<file path="src/rtl/alu_operand_stage_if.sv">
// Operand-stage bus: upstream beat, forwarding source and ALU-side handshake.
// The master modport drives the stage inputs; the slave modport is the stage itself.
interface alu_operand_stage_if #(
  parameter int W     = 16,
  parameter int IMM_W = 5,
  parameter int RA_W  = 3
);
  logic             flush;
  logic             in_valid;
  logic             in_ready;
  logic [W-1:0]     in_rd_a;
  logic [W-1:0]     in_rd_b;
  logic [RA_W-1:0]  in_src_a;
  logic [RA_W-1:0]  in_src_b;
  logic [1:0]       in_shift;
  logic             in_asel;
  logic             in_bsel;
  logic [IMM_W-1:0] in_imm;
  logic [1:0]       in_alu_op;
  logic [RA_W-1:0]  in_dst;
  logic             fw_valid;
  logic [RA_W-1:0]  fw_dst;
  logic [W-1:0]     fw_data;
  logic             out_valid;
  logic             out_ready;
  logic [W-1:0]     val_A;
  logic [W-1:0]     val_B;
  logic [1:0]       ALU_op;
  logic [RA_W-1:0]  out_dst;

  modport master (
    output flush, in_valid, in_rd_a, in_rd_b, in_src_a, in_src_b, in_shift,
           in_asel, in_bsel, in_imm, in_alu_op, in_dst,
           fw_valid, fw_dst, fw_data, out_ready,
    input  in_ready, out_valid, val_A, val_B, ALU_op, out_dst
  );

  modport slave (
    input  flush, in_valid, in_rd_a, in_rd_b, in_src_a, in_src_b, in_shift,
           in_asel, in_bsel, in_imm, in_alu_op, in_dst,
           fw_valid, fw_dst, fw_data, out_ready,
    output in_ready, out_valid, val_A, val_B, ALU_op, out_dst
  );
endinterface

</file>
<file path="src/rtl/alu_operand_stage.sv">
// ALU operand stage: forwarding, B shifter and imm/zero selects feeding a
// 2-entry skid buffer whose main entry directly drives the ALU-side outputs.
module alu_operand_stage #(
  parameter int W     = 16,
  parameter int IMM_W = 5,
  parameter int RA_W  = 3
) (
  input  logic                clk,
  input  logic                reset,
  alu_operand_stage_if.slave  bus
);
  localparam int BW = 2*W + 2 + RA_W;

  typedef enum logic [1:0] {EMPTY, ONE, FULL} state_t;

  state_t        state_q, state_d;
  logic [BW-1:0] main_q, main_d;
  logic [BW-1:0] skid_q, skid_d;

  logic [W-1:0]  fwd_a, fwd_b, shifted_b, imm_ext, op_a, op_b;
  logic [BW-1:0] beat_new;
  logic          acc, pop;

  // Forwarding sits ahead of every mux so a writeback hit wins over stale regfile data.
  assign fwd_a = (bus.fw_valid && bus.fw_dst == bus.in_src_a) ? bus.fw_data : bus.in_rd_a;
  assign fwd_b = (bus.fw_valid && bus.fw_dst == bus.in_src_b) ? bus.fw_data : bus.in_rd_b;

  always_comb begin
    case (bus.in_shift)
      2'b01:   shifted_b = {fwd_b[W-2:0], 1'b0};
      2'b10:   shifted_b = {1'b0, fwd_b[W-1:1]};
      2'b11:   shifted_b = {fwd_b[W-1], fwd_b[W-1:1]};
      default: shifted_b = fwd_b;
    endcase
  end

  assign imm_ext  = {{(W-IMM_W){bus.in_imm[IMM_W-1]}}, bus.in_imm};
  assign op_a     = bus.in_asel ? '0 : fwd_a;
  assign op_b     = bus.in_bsel ? imm_ext : shifted_b;
  assign beat_new = {op_a, op_b, bus.in_alu_op, bus.in_dst};

  assign bus.in_ready  = (state_q != FULL) && !bus.flush;
  assign bus.out_valid = (state_q != EMPTY);
  assign acc = bus.in_valid && bus.in_ready;
  assign pop = bus.out_valid && bus.out_ready;

  assign {bus.val_A, bus.val_B, bus.ALU_op, bus.out_dst} = main_q;

  always_comb begin
    state_d = state_q;
    main_d  = main_q;
    skid_d  = skid_q;
    // Flush only drops occupancy; the main entry keeps its last contents visible.
    if (bus.flush) begin
      state_d = EMPTY;
    end else begin
      case (state_q)
        EMPTY: begin
          if (acc) begin
            main_d  = beat_new;
            state_d = ONE;
          end
        end
        ONE: begin
          if (acc && pop) begin
            main_d = beat_new;
          end else if (acc) begin
            skid_d  = beat_new;
            state_d = FULL;
          end else if (pop) begin
            state_d = EMPTY;
          end
        end
        FULL: begin
          if (pop) begin
            main_d  = skid_q;
            state_d = ONE;
          end
        end
        default: state_d = EMPTY;
      endcase
    end
  end

  always_ff @(posedge clk or posedge reset) begin
    if (reset) begin
      state_q <= EMPTY;
      main_q  <= '0;
      skid_q  <= '0;
    end else begin
      state_q <= state_d;
      main_q  <= main_d;
      skid_q  <= skid_d;
    end
  end
endmodule

</file>
<file path="src/flat_wrapper.sv">
// flat-port wrapper written by rule: the top's interface ports become plain ports
module alu_operand_stage_flat 
#(
  parameter int W     = 16,
  parameter int IMM_W = 5,
  parameter int RA_W  = 3
)
  (clk, reset, bus_flush, bus_in_valid, bus_in_rd_a, bus_in_rd_b, bus_in_src_a, bus_in_src_b, bus_in_shift, bus_in_asel, bus_in_bsel, bus_in_imm, bus_in_alu_op, bus_in_dst, bus_fw_valid, bus_fw_dst, bus_fw_data, bus_out_ready, bus_in_ready, bus_out_valid, bus_val_A, bus_val_B, bus_ALU_op, bus_out_dst);
  alu_operand_stage_if #(.W(W), .IMM_W(IMM_W), .RA_W(RA_W)) bus_i ();
  input  logic clk;
  input  logic reset;
  input wire logic [$bits(bus_i.flush)-1:0] bus_flush;
  input wire logic [$bits(bus_i.in_valid)-1:0] bus_in_valid;
  input wire logic [$bits(bus_i.in_rd_a)-1:0] bus_in_rd_a;
  input wire logic [$bits(bus_i.in_rd_b)-1:0] bus_in_rd_b;
  input wire logic [$bits(bus_i.in_src_a)-1:0] bus_in_src_a;
  input wire logic [$bits(bus_i.in_src_b)-1:0] bus_in_src_b;
  input wire logic [$bits(bus_i.in_shift)-1:0] bus_in_shift;
  input wire logic [$bits(bus_i.in_asel)-1:0] bus_in_asel;
  input wire logic [$bits(bus_i.in_bsel)-1:0] bus_in_bsel;
  input wire logic [$bits(bus_i.in_imm)-1:0] bus_in_imm;
  input wire logic [$bits(bus_i.in_alu_op)-1:0] bus_in_alu_op;
  input wire logic [$bits(bus_i.in_dst)-1:0] bus_in_dst;
  input wire logic [$bits(bus_i.fw_valid)-1:0] bus_fw_valid;
  input wire logic [$bits(bus_i.fw_dst)-1:0] bus_fw_dst;
  input wire logic [$bits(bus_i.fw_data)-1:0] bus_fw_data;
  input wire logic [$bits(bus_i.out_ready)-1:0] bus_out_ready;
  output wire logic [$bits(bus_i.in_ready)-1:0] bus_in_ready;
  output wire logic [$bits(bus_i.out_valid)-1:0] bus_out_valid;
  output wire logic [$bits(bus_i.val_A)-1:0] bus_val_A;
  output wire logic [$bits(bus_i.val_B)-1:0] bus_val_B;
  output wire logic [$bits(bus_i.ALU_op)-1:0] bus_ALU_op;
  output wire logic [$bits(bus_i.out_dst)-1:0] bus_out_dst;
  assign bus_i.flush = bus_flush;
  assign bus_i.in_valid = bus_in_valid;
  assign bus_i.in_rd_a = bus_in_rd_a;
  assign bus_i.in_rd_b = bus_in_rd_b;
  assign bus_i.in_src_a = bus_in_src_a;
  assign bus_i.in_src_b = bus_in_src_b;
  assign bus_i.in_shift = bus_in_shift;
  assign bus_i.in_asel = bus_in_asel;
  assign bus_i.in_bsel = bus_in_bsel;
  assign bus_i.in_imm = bus_in_imm;
  assign bus_i.in_alu_op = bus_in_alu_op;
  assign bus_i.in_dst = bus_in_dst;
  assign bus_i.fw_valid = bus_fw_valid;
  assign bus_i.fw_dst = bus_fw_dst;
  assign bus_i.fw_data = bus_fw_data;
  assign bus_i.out_ready = bus_out_ready;
  assign bus_in_ready = bus_i.in_ready;
  assign bus_out_valid = bus_i.out_valid;
  assign bus_val_A = bus_i.val_A;
  assign bus_val_B = bus_i.val_B;
  assign bus_ALU_op = bus_i.ALU_op;
  assign bus_out_dst = bus_i.out_dst;
  alu_operand_stage #(.W(W), .IMM_W(IMM_W), .RA_W(RA_W)) u_core (.clk(clk), .reset(reset), .bus(bus_i));
endmodule
</file>
<file path="config.mk">
export PLATFORM = sky130hd
export DESIGN_NAME = alu_operand_stage_flat
export DESIGN_NICKNAME = d
export VERILOG_FILES = /design/src/rtl/alu_operand_stage_if.sv /design/src/rtl/alu_operand_stage.sv /design/src/flat_wrapper.sv
export SDC_FILE = /design/constraint.sdc
export NUM_CORES = 1
export LEC_CHECK = 0
export CAP_MARGIN = 20
export CORE_AREA = 2 2 102 104
export DETAILED_ROUTE_END_ITERATION = 6
export DIE_AREA = 0 0 104 106
export PLACE_DENSITY = 0.76
export SLEW_MARGIN = 15
export SYNTH_ARGS = -nofsm -noshare
export SYNTH_HDL_FRONTEND = slang
export SYNTH_SLANG_ARGS = --single-unit
</file>
<file path="constraint.sdc">
create_clock -name clk -period 3.1 [get_ports clk]
set_input_delay 0.775 -clock clk [delete_from_list [all_inputs] [get_ports clk]]
set_output_delay 0.775 -clock clk [all_outputs]
set_load 0.01 [all_outputs]
</file>
* Yosys cells after proc, flatten, opt, wreduce, memory -nomap -nowiden
Index checks and enable logic that the tools add are counted.
Word-level totals: flip-flop bits (word level) 76, output and inout port bits 39
Cells by class: multiplexer cells 16, reduce and logical (&&, ||, !) cells 13, eq/ne operators 15, bitwise logic cells 2
Operators with widths (count):
- two-way mux 37 bit | 3
- one-hot mux 37 bit (3 select lines) | 1
- two-way mux 16 bit | 4
- one-hot mux 16 bit (3 select lines) | 1
- two-way mux 2 bit | 6
- AND reduction 4 bit | 2
- == test 2 bit (second input constant) | 3
- == test 3 bit | 2
- logical AND 1 bit | 6
- inequality test 2 x 1 -> 1 bit (second input constant) | 3
- inequality test 3 x 2 -> 1 bit (second input constant) | 2
- one-hot mux 2 bit (3 select lines) | 1
- AND reduction 5 bit | 1
- == test 2 x 1 -> 1 bit (second input constant) | 2
- inequality test 4 x 2 -> 1 bit (second input constant) | 1
- inequality test 3 bit (second input constant) | 1
- nonzero test 3 bit | 1
- logical NOT 2 bit | 1
- inequality test 2 bit (second input constant) | 1
- NOT 1 bit | 2
- nonzero test 2 bit | 1
- logical NOT 1 bit | 1

* Depth between registers and ports, before layout
Gate-level depths: netlist (run 1).
depth after elaboration 7, depth in mapped cells 7, gate-level depth less buffers 5

* Worst setup path before layout (run 1)
Ideal clock, no wire load.
path type input to register, start input port bus_in_src_b[1], end register u_core.main_q[5], data required time 2.969 ns, arrival 1.856 ns, stages 5, path slack 1.113 ns, cell sequence xnor2_1 nand4_2 mux2_4 a221oi_2 o31ai_1
Between the ends: longest elaborated chain between the ends 7, elaborated cells on any way between the ends 8, those cells by class eq/ne (1); mux (6); reduce/logical (1)
Ends and longest elaborated chain:
- start: declaration | line flat_wrapper.sv:17 | input wire logic [$bits(bus_i.in_src_b)-1:0] bus_in_src_b;
- == test 3 bit * | line alu_operand_stage.sv:26 | assign fwd_b = (bus.fw_valid && bus.fw_dst == bus.in_src_b) ? bus.fw_data : bus.in_rd_b;
- logical AND 1 bit * | line alu_operand_stage.sv:26
- two-way mux 16 bit * | line alu_operand_stage.sv:26
- one-hot mux 16 bit (3 select lines) * | line alu_operand_stage.sv:29 | case (bus.in_shift)
- two-way mux 16 bit * | line alu_operand_stage.sv:39 | assign op_b = bus.in_bsel ? imm_ext : shifted_b;
- two-way mux 37 bit, on equally long branches | line alu_operand_stage.sv:65, alu_operand_stage.sv:59
- one-hot mux 37 bit (3 select lines) * | line alu_operand_stage.sv:57 | case (state_q)
- end signal: assignment | line alu_operand_stage.sv:92 | main_q <= main_d;
- end: declaration | line alu_operand_stage.sv:17 | logic [BW-1:0] main_q, main_d;
Every way passes the cells marked *; elsewhere a longest branch is shown, timed or not. The select of a mux whose other input is x is not followed. A chain may end at the register's enable or synchronous reset.

* Final worst setup path (run 1)
start input port bus_flush, end output port bus_in_ready
Between the ends: longest elaborated chain between the ends 2
Ends and longest elaborated chain:
- start: declaration | line flat_wrapper.sv:12 | input wire logic [$bits(bus_i.flush)-1:0] bus_flush;
- logical NOT 1 bit | line alu_operand_stage.sv:42 | assign bus.in_ready = (state_q != FULL) && !bus.flush;
- logical AND 1 bit | line alu_operand_stage.sv:42
- end: declaration | line flat_wrapper.sv:28 | output wire logic [$bits(bus_i.in_ready)-1:0] bus_in_ready;
No other way between the ends.

==> results of run 1 <==
==> worst register-to-register path, cell delays in order (launching register included) <==
cell	delay [ps]
dfrtp_1	430
nand2b_1	180
nor2_1	280
nand2_2	190
buf_4	330
o31ai_1	320
==> report_power, final <==
part	internal [µW]	total, µW	leakage (µW)	switching, µW
Clock	397	780	0.0000999	383
Combinational	411	772	0.00145	361
Sequential	1190	1300	0.000972	109
==> layout by cell type (no fill, tap or decap), drive strengths merged, types with 13 or more instances in the layout <==
| cell type | netlist | layout |
|---|---|---|
| clkdlybuf4s50 | 0 | 114 |
| dfrtp | 76 | 76 |
| a21oi | 15 | 15 |
| nor2 | 20 | 20 |
| o221ai | 26 | 26 |
| buf | 16 | 13 |
| or2 | 17 | 17 |
| mux2i | 55 | 55 |
| o21ai | 38 | 38 |
| nand2 | 108 | 108 |
==> area by class of cell <==
cell class              count  area, µm²  area share, %
multi-input cells         356       2310           39.5
well taps                 136        170           2.91
clock buffers              11        141           2.41
inverters                   2       7.51          0.128
flip-flops and latches     76       1900           32.5
repair buffers            127       1260           21.5
clock inverters             5       60.1           1.03
==> state kept, by name, summed over array words and instances (netlist names) <==
register,cells
u_core.main_q,37
u_core.state_q,2
u_core.skid_q,37
==> worst paths after layout <==
check	endpoint	start
worst min register to register	u_core.skid_q[8]	u_core.skid_q[8]
worst min-delay path	u_core.skid_q[8]	u_core.skid_q[8]
max in group asynchronous	u_core.main_q[18]	reset
worst max register to register	u_core.skid_q[5]	u_core.state_q[1]
worst max-delay path	bus_in_ready	bus_flush
min in group asynchronous	u_core.main_q[0]	reset
==> synthesized netlist by cell type, types with 2 or more instances <==
master    instances
mux2i_1          55
o31ai_1           8
buf_2             9
buf_4             3
a21oi_1          11
inv_1             2
o21ai_1           2
o221ai_1         26
mux2_2           10
a21oi_2           4
a211o_1          11
o211ai_1         11
xnor2_1           7
and2_1            5
clkbuf_1         22
nand3_1           2
a211oi_2          2
nor2_1           20
nor2b_1           9
o21ai_0          35
nand2b_1          3
or2_1            10
a211oi_1          2
or2_2             7
dfrtp_1          76
buf_6             4
nand2_1         108
==> logic make-up after synthesis <==
| kind of cell | count (synthesis) | share of synthesized area (%) |
|---|---|---|
| AOI/OAI and AO/OA | 115 | 18.4 |
| xor gates and xnor gates | 7 | 1.39 |
| buffers and inverters | 40 | 4.60 |
| DFF | 76 | 43.2 |
| muxes | 66 | 15.4 |
| and+or+nand+nor | 168 | 17.0 |
==> through the flow <==
| stage | util (%) | area [µm²] | setup slack [ps] | power [µW] |
|---|---|---|---|---|
| floorplan | - | 4410 | 387 | 1700 |
| global placement | 56.6 | 5660 | 417 | 2060 |
| detailed placement | 56.6 | 5660 | 348 | 2090 |
| CTS | 58.6 | 5860 | 406 | 2870 |
| global route | 58.6 | 5860 | 315 | 3000 |
| finish | 58.6 | 5860 | 392 | 2850 |
==> layer usage <==
layer  part of all wire (%)  wire [µm]  vias up
li1                       -          -     1875
met1                     42       5070     1906
met2                     51       6170      113
met3                    3.9        470       18
met4                    2.3        272        0
met5                      0          0        -
==> reports/results.txt, run 1 <==
Die height = 106 µm
Critical path data arrival time = 1930 ps
Hold path depth = 2
Die ar. = 11000 µm²
Synthesized area = 4410 µm²
Starting Density = 44.1%
Largest net degree at the start of global routing = 77
Critical path buffers and inverters = 2
Share of layout cells above drive strength 1 = 10.2%
Most used cell, CP = clkdlybuf4s50_1
Antenna-violating nets left = 0
Share of flip-flops with an asynchronous set or reset = 100%
Sequential fraction of the synthesis area = 43.2%
LEAKAGE = 0.00253 µW
Initial antenna violation count = 0
Crit end category = output pin
CP Cell Sequence = clkdlybuf4s50_1, nor2_1, clkdlybuf4s50_1
Critical path's slowest cell = clkdlybuf4s50_1
Vias per cell = 5.49
Synth warn = 0
Total grt overflow = 0
Area Growth Syn to Fin = 32.9%
Deepest clock path buffer count = 2
Die Span X = 104 µm
Gpl congestion = 0.825
CTS clk-pin slew, worst paths = 80 ps
Hold Crit Class = flop to flop
Max incr delay on CP = 550 ps
Fin Setup TNS = 0 ps
Final hold violation count = 0
Met2 Usage GRT = 37.5%
Top_reg_cell synth = dfrtp_1
CP required = 2320 ps
Startpoint type of the worst setup path = input port
Routed WL = 12.0 mm
Pins Over Slew Limit = 0
CTS tree = yes
DR vias = 3912
Tcrit/Tclk final = 87.4%
Core Rows = 37
Overall Global Routing Usage = 21.7%
First-pass GRT wire length = 19.1 mm
H-tree depth = 3
Syn Nets = 549
Post-synth top area share = 43.2%
Post-synth EDFFs = 0
Pwr per Cell Area = 487 nW/µm²
Worst hold slack = 481 ps
Synth area leaders = dfrtp_1 (43%), mux2i_1 (12%), nand2_1 (9.2%), o221ai_1 (5.2%), o21ai_0 (4.0%)
DR pass1 iterations = 5
Placed cell count = 697
Max Clock Skew = 9.04 ps
CTS Buf Count = 9
Insertion delay to the later sink of the worst-skew pair = 350 ps
Met3 Use GR = 3.31%
Status = finished, final reports clean
Maxcap violations = 0
Port Buffers = 115
Final Instance Count excl. Fillers = 713
Root buf cell = clkbuf_8
Vias in the first global route = 3840
Dpl hpwl = 8.67 mm
Top cell family by delay on the critical path = buffers and inverters
Worst vdd ir = 0.000338 V
CP Max Fanout = 5
Leading area contributor after synthesis = dfrtp_1
Relative slew slack = 66.6%
Fillers = 914
Fmax = 0.369 GHz
Count of state elements after synthesis = 76
IO Count = 116
Critical Path Stages = 3
Gate Count Post-Synth = 472
Residual DRC = 0
Avg Inst Size Synth = 9.34 µm²
Setup Viol. Count Final = 0
Clock tree sinks = 76
Layout Nets = 649
R2r setup slk = 1270 ps
Core area = 10000 µm²
Routed len/inst = 16.8 µm
Setup Crit Path Kind = input port to output pin
M1 GR Usage = 27.5%
Post-CTS setup buffers = 0
Worst Reg-to-Reg Cells = 5
Post-layout min period = 2710 ps
Most Crowded Layer GR = met2
Antenna Cells = 0
Iteration-0 DRC Markers = 226
# resized after CTS = 0
RSZ-0062 raised after global routing = no
Post-synthesis cell type count = 35
Post-cts hold buffer count = 0
Slew @ Worst Pin = 500 ps
(Power assumes the default switching activity.)
==> inputs of run 2 (changes only) <==
--- a/config.mk
+++ b/config.mk
@@ -7,6 +7,7 @@
 export LEC_CHECK = 0
 export CAP_MARGIN = 20
 export CORE_AREA = 2 2 102 104
+export CTS_CLUSTER_DIAMETER = 100
 export DETAILED_ROUTE_END_ITERATION = 6
 export DIE_AREA = 0 0 104 106
 export PLACE_DENSITY = 0.76
==> results of run 2 <==
No change in the layout: final DEF, timing and power equal those of run 1.
